==> config.mk <==
export PLATFORM = sky130hd
export DESIGN_NAME = ram_arbiter
export DESIGN_NICKNAME = d
export VERILOG_FILES = /design/src/rtl/ram_arb_pkg.sv /design/src/rtl/sync_ram.sv /design/src/rtl/ram_arbiter.sv
export SDC_FILE = /design/constraint.sdc
export NUM_CORES = 1
export LEC_CHECK = 0
export ABC_CLOCK_PERIOD_IN_PS = 5300
export CAP_MARGIN = 20
export CELL_PAD_IN_SITES_DETAIL_PLACEMENT = 1
export CELL_PAD_IN_SITES_GLOBAL_PLACEMENT = 1
export CORE_UTILIZATION = 30
export CTS_BUF_LIST = sky130_fd_sc_hd__clkbuf_16
export DETAILED_ROUTE_END_ITERATION = 8
export GPL_TIMING_DRIVEN = 1
export PLACE_DENSITY = 0.64
export SLEW_MARGIN = 20
export SYNTH_ARGS = -nofsm -noshare
export SYNTH_HDL_FRONTEND = slang
export SYNTH_SLANG_ARGS = --single-unit
==> constraint.sdc <==
create_clock -name i_clock -period 5.3 [get_ports i_clock]
set_clock_uncertainty 0.05 [all_clocks]
set_input_delay 1.06 -clock i_clock [delete_from_list [all_inputs] [get_ports i_clock]]
set_output_delay 1.06 -clock i_clock [all_outputs]
set_load 0.05 [all_outputs]
==> src/rtl/ram_arb_pkg.sv <==
// Shared types for the two-requester RAM arbiter.
// Ownership states and requester identifiers used by the grant logic.
package ram_arb_pkg;

  typedef enum logic [1:0] {
    FREE   = 2'd0,
    LOCK_A = 2'd1,
    LOCK_B = 2'd2
  } state_t;

  localparam logic REQ_A = 1'b0;
  localparam logic REQ_B = 1'b1;

endpackage

==> src/rtl/sync_ram.sv <==
// Single-port synchronous RAM with a registered read address.
// Read data follows the latched address, so a write is visible to a read issued on the next edge.
module sync_ram #(
  parameter int DATA_WIDTH = 4,
  parameter int ADDR_WIDTH = 3
) (
  input  logic                  i_clk,
  input  logic                  i_rst_n,
  input  logic                  i_we,
  input  logic                  i_re,
  input  logic [ADDR_WIDTH-1:0] i_addr,
  input  logic [DATA_WIDTH-1:0] i_wdata,
  output logic [DATA_WIDTH-1:0] o_rdata
);

  logic [DATA_WIDTH-1:0] r_mem [2**ADDR_WIDTH];
  logic [ADDR_WIDTH-1:0] r_addr;

  // Memory contents are deliberately left out of reset.
  always_ff @(posedge i_clk) begin
    if (i_we) begin
      r_mem[i_addr] <= i_wdata;
    end
  end

  always_ff @(posedge i_clk or negedge i_rst_n) begin
    if (!i_rst_n) begin
      r_addr <= '0;
    end else if (i_re) begin
      r_addr <= i_addr;
    end
  end

  assign o_rdata = r_mem[r_addr];

endmodule

==> src/rtl/ram_arbiter.sv <==
// Round-robin arbiter with optional lock between two clients and a shared sync_ram.
// Grants are combinational; the granted access executes at the following rising edge.
module ram_arbiter
  import ram_arb_pkg::*;
#(
  parameter int DATA_WIDTH = 4,
  parameter int ADDR_WIDTH = 3
) (
  input  logic                  i_clock,
  input  logic                  i_reset_n,
  input  logic                  i_a_req,
  input  logic                  i_a_we,
  input  logic                  i_a_lock,
  input  logic [ADDR_WIDTH-1:0] i_a_addr,
  input  logic [DATA_WIDTH-1:0] i_a_wdata,
  input  logic                  i_b_req,
  input  logic                  i_b_we,
  input  logic                  i_b_lock,
  input  logic [ADDR_WIDTH-1:0] i_b_addr,
  input  logic [DATA_WIDTH-1:0] i_b_wdata,
  output logic                  o_a_gnt,
  output logic                  o_b_gnt,
  output logic                  o_a_rvalid,
  output logic                  o_b_rvalid,
  output logic [DATA_WIDTH-1:0] o_rdata
);

  state_t r_state;
  state_t w_state_next;
  logic   r_prio;
  logic   w_prio_next;
  logic   w_gnt_a;
  logic   w_gnt_b;
  logic   w_a_gnt;
  logic   w_b_gnt;
  logic   r_a_rvalid;
  logic   r_b_rvalid;
  logic   w_ram_we;
  logic   w_ram_re;
  logic [ADDR_WIDTH-1:0] w_ram_addr;
  logic [DATA_WIDTH-1:0] w_ram_wdata;

  always_ff @(posedge i_clock or negedge i_reset_n) begin
    if (!i_reset_n) begin
      r_state <= FREE;
      r_prio  <= REQ_A;
    end else begin
      r_state <= w_state_next;
      r_prio  <= w_prio_next;
    end
  end

  always_comb begin
    w_state_next = r_state;
    w_prio_next  = r_prio;
    w_gnt_a      = 1'b0;
    w_gnt_b      = 1'b0;
    case (r_state)
      FREE: begin
        if (i_a_req && (!i_b_req || r_prio == REQ_A)) begin
          w_gnt_a     = 1'b1;
          w_prio_next = REQ_B;
          if (i_a_lock) w_state_next = LOCK_A;
        end else if (i_b_req) begin
          w_gnt_b     = 1'b1;
          w_prio_next = REQ_A;
          if (i_b_lock) w_state_next = LOCK_B;
        end
      end
      // An owner that drops req gives up the RAM and the next turn.
      LOCK_A: begin
        if (i_a_req) begin
          w_gnt_a = 1'b1;
          if (!i_a_lock) w_state_next = FREE;
        end else begin
          w_state_next = FREE;
          w_prio_next  = REQ_B;
        end
      end
      LOCK_B: begin
        if (i_b_req) begin
          w_gnt_b = 1'b1;
          if (!i_b_lock) w_state_next = FREE;
        end else begin
          w_state_next = FREE;
          w_prio_next  = REQ_A;
        end
      end
      default: w_state_next = FREE;
    endcase
  end

  // Reset masks the grants so nothing reaches the RAM while reset_n is low.
  assign w_a_gnt = w_gnt_a & i_reset_n;
  assign w_b_gnt = w_gnt_b & i_reset_n;
  assign o_a_gnt = w_a_gnt;
  assign o_b_gnt = w_b_gnt;

  assign w_ram_we    = (w_a_gnt & i_a_we) | (w_b_gnt & i_b_we);
  assign w_ram_re    = (w_a_gnt & ~i_a_we) | (w_b_gnt & ~i_b_we);
  assign w_ram_addr  = w_b_gnt ? i_b_addr : i_a_addr;
  assign w_ram_wdata = w_b_gnt ? i_b_wdata : i_a_wdata;

  always_ff @(posedge i_clock or negedge i_reset_n) begin
    if (!i_reset_n) begin
      r_a_rvalid <= 1'b0;
      r_b_rvalid <= 1'b0;
    end else begin
      r_a_rvalid <= w_a_gnt & ~i_a_we;
      r_b_rvalid <= w_b_gnt & ~i_b_we;
    end
  end

  assign o_a_rvalid = r_a_rvalid;
  assign o_b_rvalid = r_b_rvalid;

  sync_ram #(
    .DATA_WIDTH (DATA_WIDTH),
    .ADDR_WIDTH (ADDR_WIDTH)
  ) u_ram (
    .i_clk   (i_clock),
    .i_rst_n (i_reset_n),
    .i_we    (w_ram_we),
    .i_re    (w_ram_re),
    .i_addr  (w_ram_addr),
    .i_wdata (w_ram_wdata),
    .o_rdata (o_rdata)
  );

endmodule
Word-level counts from Yosys, hierarchy flattened --
Memories as Yosys holds them, arrays and structs flattened. Index checks and enable logic that the tools add are counted.
Storage, ports and cells: bits in registers 8, RAM bits 32, input bits 22, memories 1
Operators by class: equality and inequality tests 9, multiplexer cells 24, bitwise gates (word level) 11, reduce and logical (&&, ||, !) cells 7
Memory list:
- u_ram.r_mem | words 8, width 4, read ports 1, clocked after Yosys merged registers in 0, write ports 1, line sync_ram.sv:16 | logic [DATA_WIDTH-1:0] r_mem [2**ADDR_WIDTH];
Operators by type and width (number):
- two-way mux 2 bit | 8
- inequality test 3 bit (second input constant) | 5
- two-way mux 1 bit | 10
- AND 1 bit | 6
- case mux 2 bit (3 select lines) | 1
- AND reduction 5 bit | 1
- two-way mux 4 bit | 1
- inequality test 2 bit (second input constant) | 2
- case mux 1 bit (2 select lines) | 2
- AND reduction 4 bit | 1
- two-way mux 3 bit | 1
- NOT 1 bit | 3
- case mux 1 bit (3 select lines) | 1
- nonzero test 3 bit | 1
- equality test 2 x 1 -> 1 bit (second input constant) | 1
- equality test 2 bit (second input constant) | 1
- logical NOT 2 bit | 1
- OR 1 bit | 2
- logical AND 1 bit | 1
- logical NOT 1 bit | 1
- logical OR 1 bit | 1

Logic depth before layout (Yosys ltp) --
Gate-level depths: netlist (run 1).
depth in word-level cells 10, mapped depth 8, depth with buffers taken out 7

By module --
A second synthesis (run 1) with hierarchy kept.
Second synthesis, totals: cells, all modules 116, area, all modules 1930.6 sq um
By module, submodules not included:
- sync_ram | times used 1, cells an instance 65, area each 1398.8 sq um
- ram_arbiter | times used 1, cells an instance 51, area each 531.8 sq um

Least setup slack after synthesis (run 1) --
No wires, ideal clock.
kind input port to output port, from in i_a_req, to out o_b_gnt, data arrival time 2094 ps, setup slack 2096 ps, cell stages on the path 5, cell sequence buf_6 nor3b_2 or2_1 buf_6 inv_1
Between the ends: cells in the longest elaborated chain, start to end 4
Ends and longest elaborated chain:
- from (decl) | line ram_arbiter.sv:11 | input logic i_a_req,
- logical AND 1 bit | line ram_arbiter.sv:60 | if (i_a_req && (!i_b_req || r_prio == REQ_A)) begin
- two-way mux 1 bit | line ram_arbiter.sv:60
- case mux 1 bit (2 select lines) | line ram_arbiter.sv:58 | case (r_state)
- AND 1 bit | line ram_arbiter.sv:95 | assign w_b_gnt = w_gnt_b & i_reset_n;
- to (decl) | line ram_arbiter.sv:22 | output logic o_b_gnt,
Every way passes these cells.

Worst setup path in the final report (run 1) --
from in i_reset_n, to out o_b_gnt
Between the ends: cells in the longest elaborated chain, start to end 1
Ends and longest elaborated chain:
- from (decl) | line ram_arbiter.sv:10 | input logic i_reset_n,
- AND 1 bit | line ram_arbiter.sv:95
Every way passes these cells.

==> reports/results.tsv, run 1 <==
metric	value	unit
status	completed	
Starting DRT DRC Count	33	
Final Cycle Share	84.6	%
antenna-violating nets left	0	
Final Hold Fails	0	
final setup vio count	0	
total CTS buffers	5	
Die H	83.1	um
number of global-route vias before repair	1332	
drc violations	0	
CTS root buf	clkbuf_16	
endpoint class of the critical path	primary output	
path type of the worst setup path	primary input to primary output	
CTS tree	yes	
Ys Warns	0	
commonest non-fill, non-tap cell in the layout	edfxtp_1	
RSZ-0062 raised after global routing	false	
max_cap viols	0	
Slew HR	59.5	%
Max FO, Critical Path	12	
global-route wire length before repair	7200	um
Leak	0.000906	uW
reg2reg end	u_ram.r_mem[4][3]$_DFFE_PP_	
core area	6350	sq um
gr ovfl total	0	
critical path launch point type	primary input	
hold path cells	1	
fmax	0.223	GHz
EDFF count, synth	32	
final WL	4440	um
total track usage	13.6	%
Placed Cells	239	
Peak VDD IR	0.000250	V
async set-reset flop share out of synthesis	20.0	%
Area Growth Syn to Fin	25.3	%
most frequent cells in the layout	edfxtp_1, clkdlybuf4s50_1, nand2_1	
#FFs+latches synth	40	
DR vias/cell	5.17	
die width	83.1	um
post-synthesis sequential area ratio	58.8	%
number of cell rows	29	
layout cells sized above 1	17.6	%
HP Start	r_prio$_DFFE_PN0P_	
GPL Wtd Cong	0.854	
Post-Syn Nets	163	
# diodes	0	
minimum setup slack among reg-to-reg paths	2.61	ns
setup bufs post-CTS	0	
die area	6910	sq um
Synth Instances	137	
initial antenna violation count	0	
initial core utilization	31.1	%
# hold bufs at CTS	0	
Register-to-Register Path Depth	7	
Syn Area/Cell	14.4	sq um
CP arrival	3.37	ns
dominant synthesized flop cell	edfxtp_1	
setup TNS	0	ns
Synth cell types	39	
Max Buffers Root-to-Sink	2	
wire length per cell	18.0	um
Layout Cells excl Fill	247	
H-tree Lvls	2	
hpwl dp	3450	um
Slew Viols, Final	0	
Worst Hold End	r_prio$_DFFE_PN0P_	
CTS sink cnt	40	
pin count of the biggest net entering global routing	16	
nets	195	
worst slew pin tran	0.607	ns
via count	1278	
IO Count	30	
Final min period	4.48	ns
post_cts resized	0	
clock slew at reported path FFs	0.06	ns
WP data required	4.19	ns
hold crit path type	flop to flop	
worst r2r src	r_state[0]$_DFFE_PN0P_	
post-synth design cell area	1970	sq um
DRT Pass-1 Iters	4	
PortBufs	29	
Pwr Density	478	nW/um^2
Clk Latency, worst-skew pair	0.28	ns
==> worst max-delay path, cell delays in order <==
cell             delay [ns]
clkdlybuf4s50_1        0.81
o211ai_2               0.20
or2_1                  0.27
inv_1                  0.17
clkdlybuf4s50_1        0.86
==> sequential cells by signal (all words and copies together) (netlist names) <==
signal        cells
o_b_rvalid        1
u_ram.r_addr      3
o_a_rvalid        1
r_state           2
u_ram.r_mem      32
r_prio            1
==> synthesized netlist by cell type (3+ instances only) <==
master | n | share of area (%)
edfxtp_1 | 32 | 49
nor2_1 | 5 | 0.95
mux2_2 | 5 | 2.9
a21oi_1 | 8 | 2.0
mux4_2 | 8 | 9.1
nand3_1 | 3 | 0.76
nand2_1 | 18 | 3.4
inv_1 | 7 | 1.3
mux2_4 | 6 | 4.6
ha_1 | 4 | 2.5
dfrtp_1 | 8 | 10
a31oi_1 | 3 | 0.95
==> stage by stage <==
step / utilization [%] / power, uW / hold slack [ns] / cell area (sq um) / worst slack [ns]
2_1_floorplan: - / 775 / 0.504 / 1970 / 2.10
3_3_place_gp: 36.7 / 896 / 0.554 / 2330 / 0.867
3_5_place_dp: 36.7 / 907 / 0.560 / 2330 / 0.778
4_1_cts: 39.0 / 1200 / 0.570 / 2470 / 0.775
5_1_grt: 39.0 / 1250 / 0.587 / 2470 / 0.643
6_report: 39.0 / 1180 / 0.569 / 2470 / 0.818
==> routing by layer <==
metal | GRT usage [%] | share of wire [%]
met1 | 18.0 | 45
met2 | 23.2 | 52
met3 | 2.09 | 2.6
met4 | 3.76 | 0.52
met5 | 0 | 0
==> cells by family (layout without fill, tap and decap cells) <==
family	after synthesis	after routing	share of synthesized area (%)
flip-flops	40	40	58.8
multiplexers	20	20	17.0
AO/OA/AOI/OAI	24	24	8.94
adder cells (fa/ha/maj)	4	4	2.53
buffers and inverters	12	45	3.30
AND/OR/NAND/NOR	37	37	9.38
==> worst max path at each step <==
stage / endpoint / slack, ns / startpoint
2_1_floorplan: o_b_gnt / 2.10 / i_a_req
3_3_place_gp: o_b_gnt / 0.87 / i_reset_n
3_5_place_dp: o_b_gnt / 0.78 / i_reset_n
4_1_cts: o_b_gnt / 0.77 / i_reset_n
5_1_grt: o_b_gnt / 0.64 / i_reset_n
6_report: o_b_gnt / 0.82 / i_reset_n
==> power by group <==
part / internal [uW] / total, uW / switching (uW)
Clock: 172 / 286 / 114
Sequential: 382 / 440 / 58.0
Combinational: 215 / 456 / 241
Total: 770 / 1180 / 413
==> layout make-up <==
class / count / area [sq um]
Timing Repair Buffer: 30 / 298
Clock buffer: 5 / 125
Fill cell: 650 / 3880
Inverter: 7 / 26.3
Tap cell: 77 / 96.3
Clock inverter: 3 / 18.8
Sequential cell: 40 / 1160
Multi-Input combinational cell: 85 / 748
Note: power is estimated with default switching activity, not from simulation.
==> run 2, diff against run 1 <==
--- a/config.mk
+++ b/config.mk
@@ -5,7 +5,7 @@
 export SDC_FILE = /design/constraint.sdc
 export NUM_CORES = 1
 export LEC_CHECK = 0
-export ABC_CLOCK_PERIOD_IN_PS = 5300
+export ABC_CLOCK_PERIOD_IN_PS = 4200
 export CAP_MARGIN = 20
 export CELL_PAD_IN_SITES_DETAIL_PLACEMENT = 1
 export CELL_PAD_IN_SITES_GLOBAL_PLACEMENT = 1
==> constraint.sdc (replaced) <==
create_clock -name i_clock -period 4.2 [get_ports i_clock]
set_clock_uncertainty 0.05 [all_clocks]
set_input_delay 0.84 -clock i_clock [delete_from_list [all_inputs] [get_ports i_clock]]
set_output_delay 0.84 -clock i_clock [all_outputs]
set_load 0.05 [all_outputs]
==> run 2 against run 1 <==
Against the previous run:
- largest power group unchanged
- via count decreased by 0.70%
- critical path depth stayed put
- critical endpoint is now o_a_gnt
- worst hold slack got worse by 0.0088 ns
- combinational power rose by 29%
- worst setup slack worse by 0.32 ns
- die area did not move
==> reports/results.tsv, run 2 (synthesized netlist as in run 1, its figures left out) <==
metric	value	unit
status	completed	
global-route wire length before repair	7400	um
CP Cell Sequence	clkdlybuf4s50_1, a21boi_0, o211ai_1, inv_1, clkdlybuf4s50_1	
layout cells sized above 1	18.7	%
Largest regs	u_ram.r_mem (32), u_ram.r_addr (3), r_state (2)	
hold crit path type	flop to flop	
setup bufs post-CTS	0	
met2 Resource Use GR	25.8	%
Stages on worst setup path	5	
die area	6910	sq um
H-tree Lvls	2	
Psw	527	uW
routing usage on met1	16.3	%
PortBufs	29	
hold path cells	1	
Starting DRT DRC Count	28	
# diodes	0	
most used cell, CP	clkdlybuf4s50_1	
Clock power frac	23.9	%
Final Cycle Share	88.3	%
GPL Wtd Cong	0.758	
max FFs per register	32	
final setup vio count	0	
CTS sink cnt	40	
max_cap viols	0	
CTS root buf	clkbuf_16	
Final Hold Fails	0	
# hold bufs at CTS	0	
IO Count	30	
die width	83.1	um
endpoint class of the critical path	primary output	
final WL	4490	um
Max FO, Critical Path	7	
worst slew pin tran	0.607	ns
number of global-route vias before repair	1425	
layout filler cell count	658	
worst setup margin	0.493	ns
WP data required	3.31	ns
CTS tree	yes	
Clk Latency, worst-skew pair	0.28	ns
Critical Path Max Stage Delay	0.82	ns
Multi-input gate area	748	sq um
antenna-violating nets left	0	
met3 GRT Util	3.68	%
Flop pwr share	37.1	%
Final Instance Area	2490	sq um
gr ovfl total	0	
hpwl dp	3480	um
Reg area	1160	sq um
combinational share of power	39.0	%
wire length per cell	18.1	um
commonest non-fill, non-tap cell in the layout	edfxtp_1	
Place WS	0.500	ns
DR vias/cell	5.12	
Max Buffers Root-to-Sink	2	
Die H	83.1	um
setup TNS	0	ns
Pwr Density	603	nW/um^2
drc violations	0	
initial core utilization	31.1	%
Core Util, Final	39.2	%
core area	6350	sq um
Register-to-Register Path Depth	7	
via count	1269	
Critical-path top delay cell	clkdlybuf4s50_1	
Top reg by flops	u_ram.r_mem	
RSZ-0062 raised after global routing	false	
pin count of the biggest net entering global routing	14	
initial antenna violation count	0	
path type of the worst setup path	primary input to primary output	
total track usage	14.1	%
switch share	35.1	%
post_cts resized	0	
CP arrival	2.82	ns
layer with the highest usage	met2	
Area Growth Syn to Fin	26.0	%
Internal	975	uW
fmax	0.270	GHz
clock slew at reported path FFs	0.06	ns
number of cell rows	29	
Slew Viols, Final	0	
Slew HR	59.5	%
most frequent cells in the layout	edfxtp_1, clkdlybuf4s50_1, nand2_1	
Final min period	3.71	ns
worst path bufs/invs	3	
Peak VDD IR	0.000558	V
DRT Pass-1 Iters	4	
Final Total Pwr	1500	uW
DP Area	2350	sq um
nets	196	
critical path launch point type	primary input	
Leak	0.000923	uW
total CTS buffers	5	
Top delay family on crit path	buffers and inverters	
run 2: path summary, 6_finish.rpt:
check,from,end,slack [ns]
setup / recovery,i_b_req,o_a_gnt,0.49
hold / removal,r_state[1]$_DFFE_PN0P_,r_state[1]$_DFFE_PN0P_,0.56
setup reg to reg,r_state[0]$_DFFE_PN0P_,u_ram.r_mem[4][2]$_DFFE_PP_,1.36
hold reg to reg,r_state[1]$_DFFE_PN0P_,r_state[1]$_DFFE_PN0P_,0.56
max in group asynchronous,i_reset_n,r_state[0]$_DFFE_PN0P_,3.08
min in group asynchronous,i_reset_n,u_ram.r_addr[2]$_DFFE_PN0P_,0.87
run 2: metrics by stage:
step / hold WS [ns] / std cells
finish: 0.560 / 248
global route: 0.577 / 248
CTS: 0.561 / 248
detailed placement: 0.537 / 240
global placement: 0.533 / 240
floorplan: 0.494 / 137
run 2: power groups by stage:
stage / registers [uW] / logic, uW / clock network [uW]
after floorplan: 517 / 460 / 0
after global placement: 563 / 575 / 0
after detailed placement: 567 / 589 / 0
after CTS: 560 / 593 / 367
after global routing: 567 / 625 / 382
final: 557 / 586 / 359
run 2: area by class of cell:
type | count | share of cell area (%)
inverters | 7 | 1.06
flip-flops and latches | 40 | 46.7
multi-input cells | 85 | 30.1
well taps | 77 | 3.87
clock inverters | 3 | 0.654
clock buffers | 5 | 5.03
repair buffers | 31 | 12.7
run 2: worst reg2reg max path, delay by kind of cell, from the launching register on:
kind	cells	cell delay, ns
simple gates	3	0.92
compound gates	1	0.50
flops	1	0.37
fa+ha+maj	1	0.29
buf+inv	2	0.34
run 2: metal layers:
layer  vias up  share of wire (%)
met4         0               0.87
met1       639                 43
met2        28                 53
met3         5                3.6
met5         -                  0
li1        597                  -
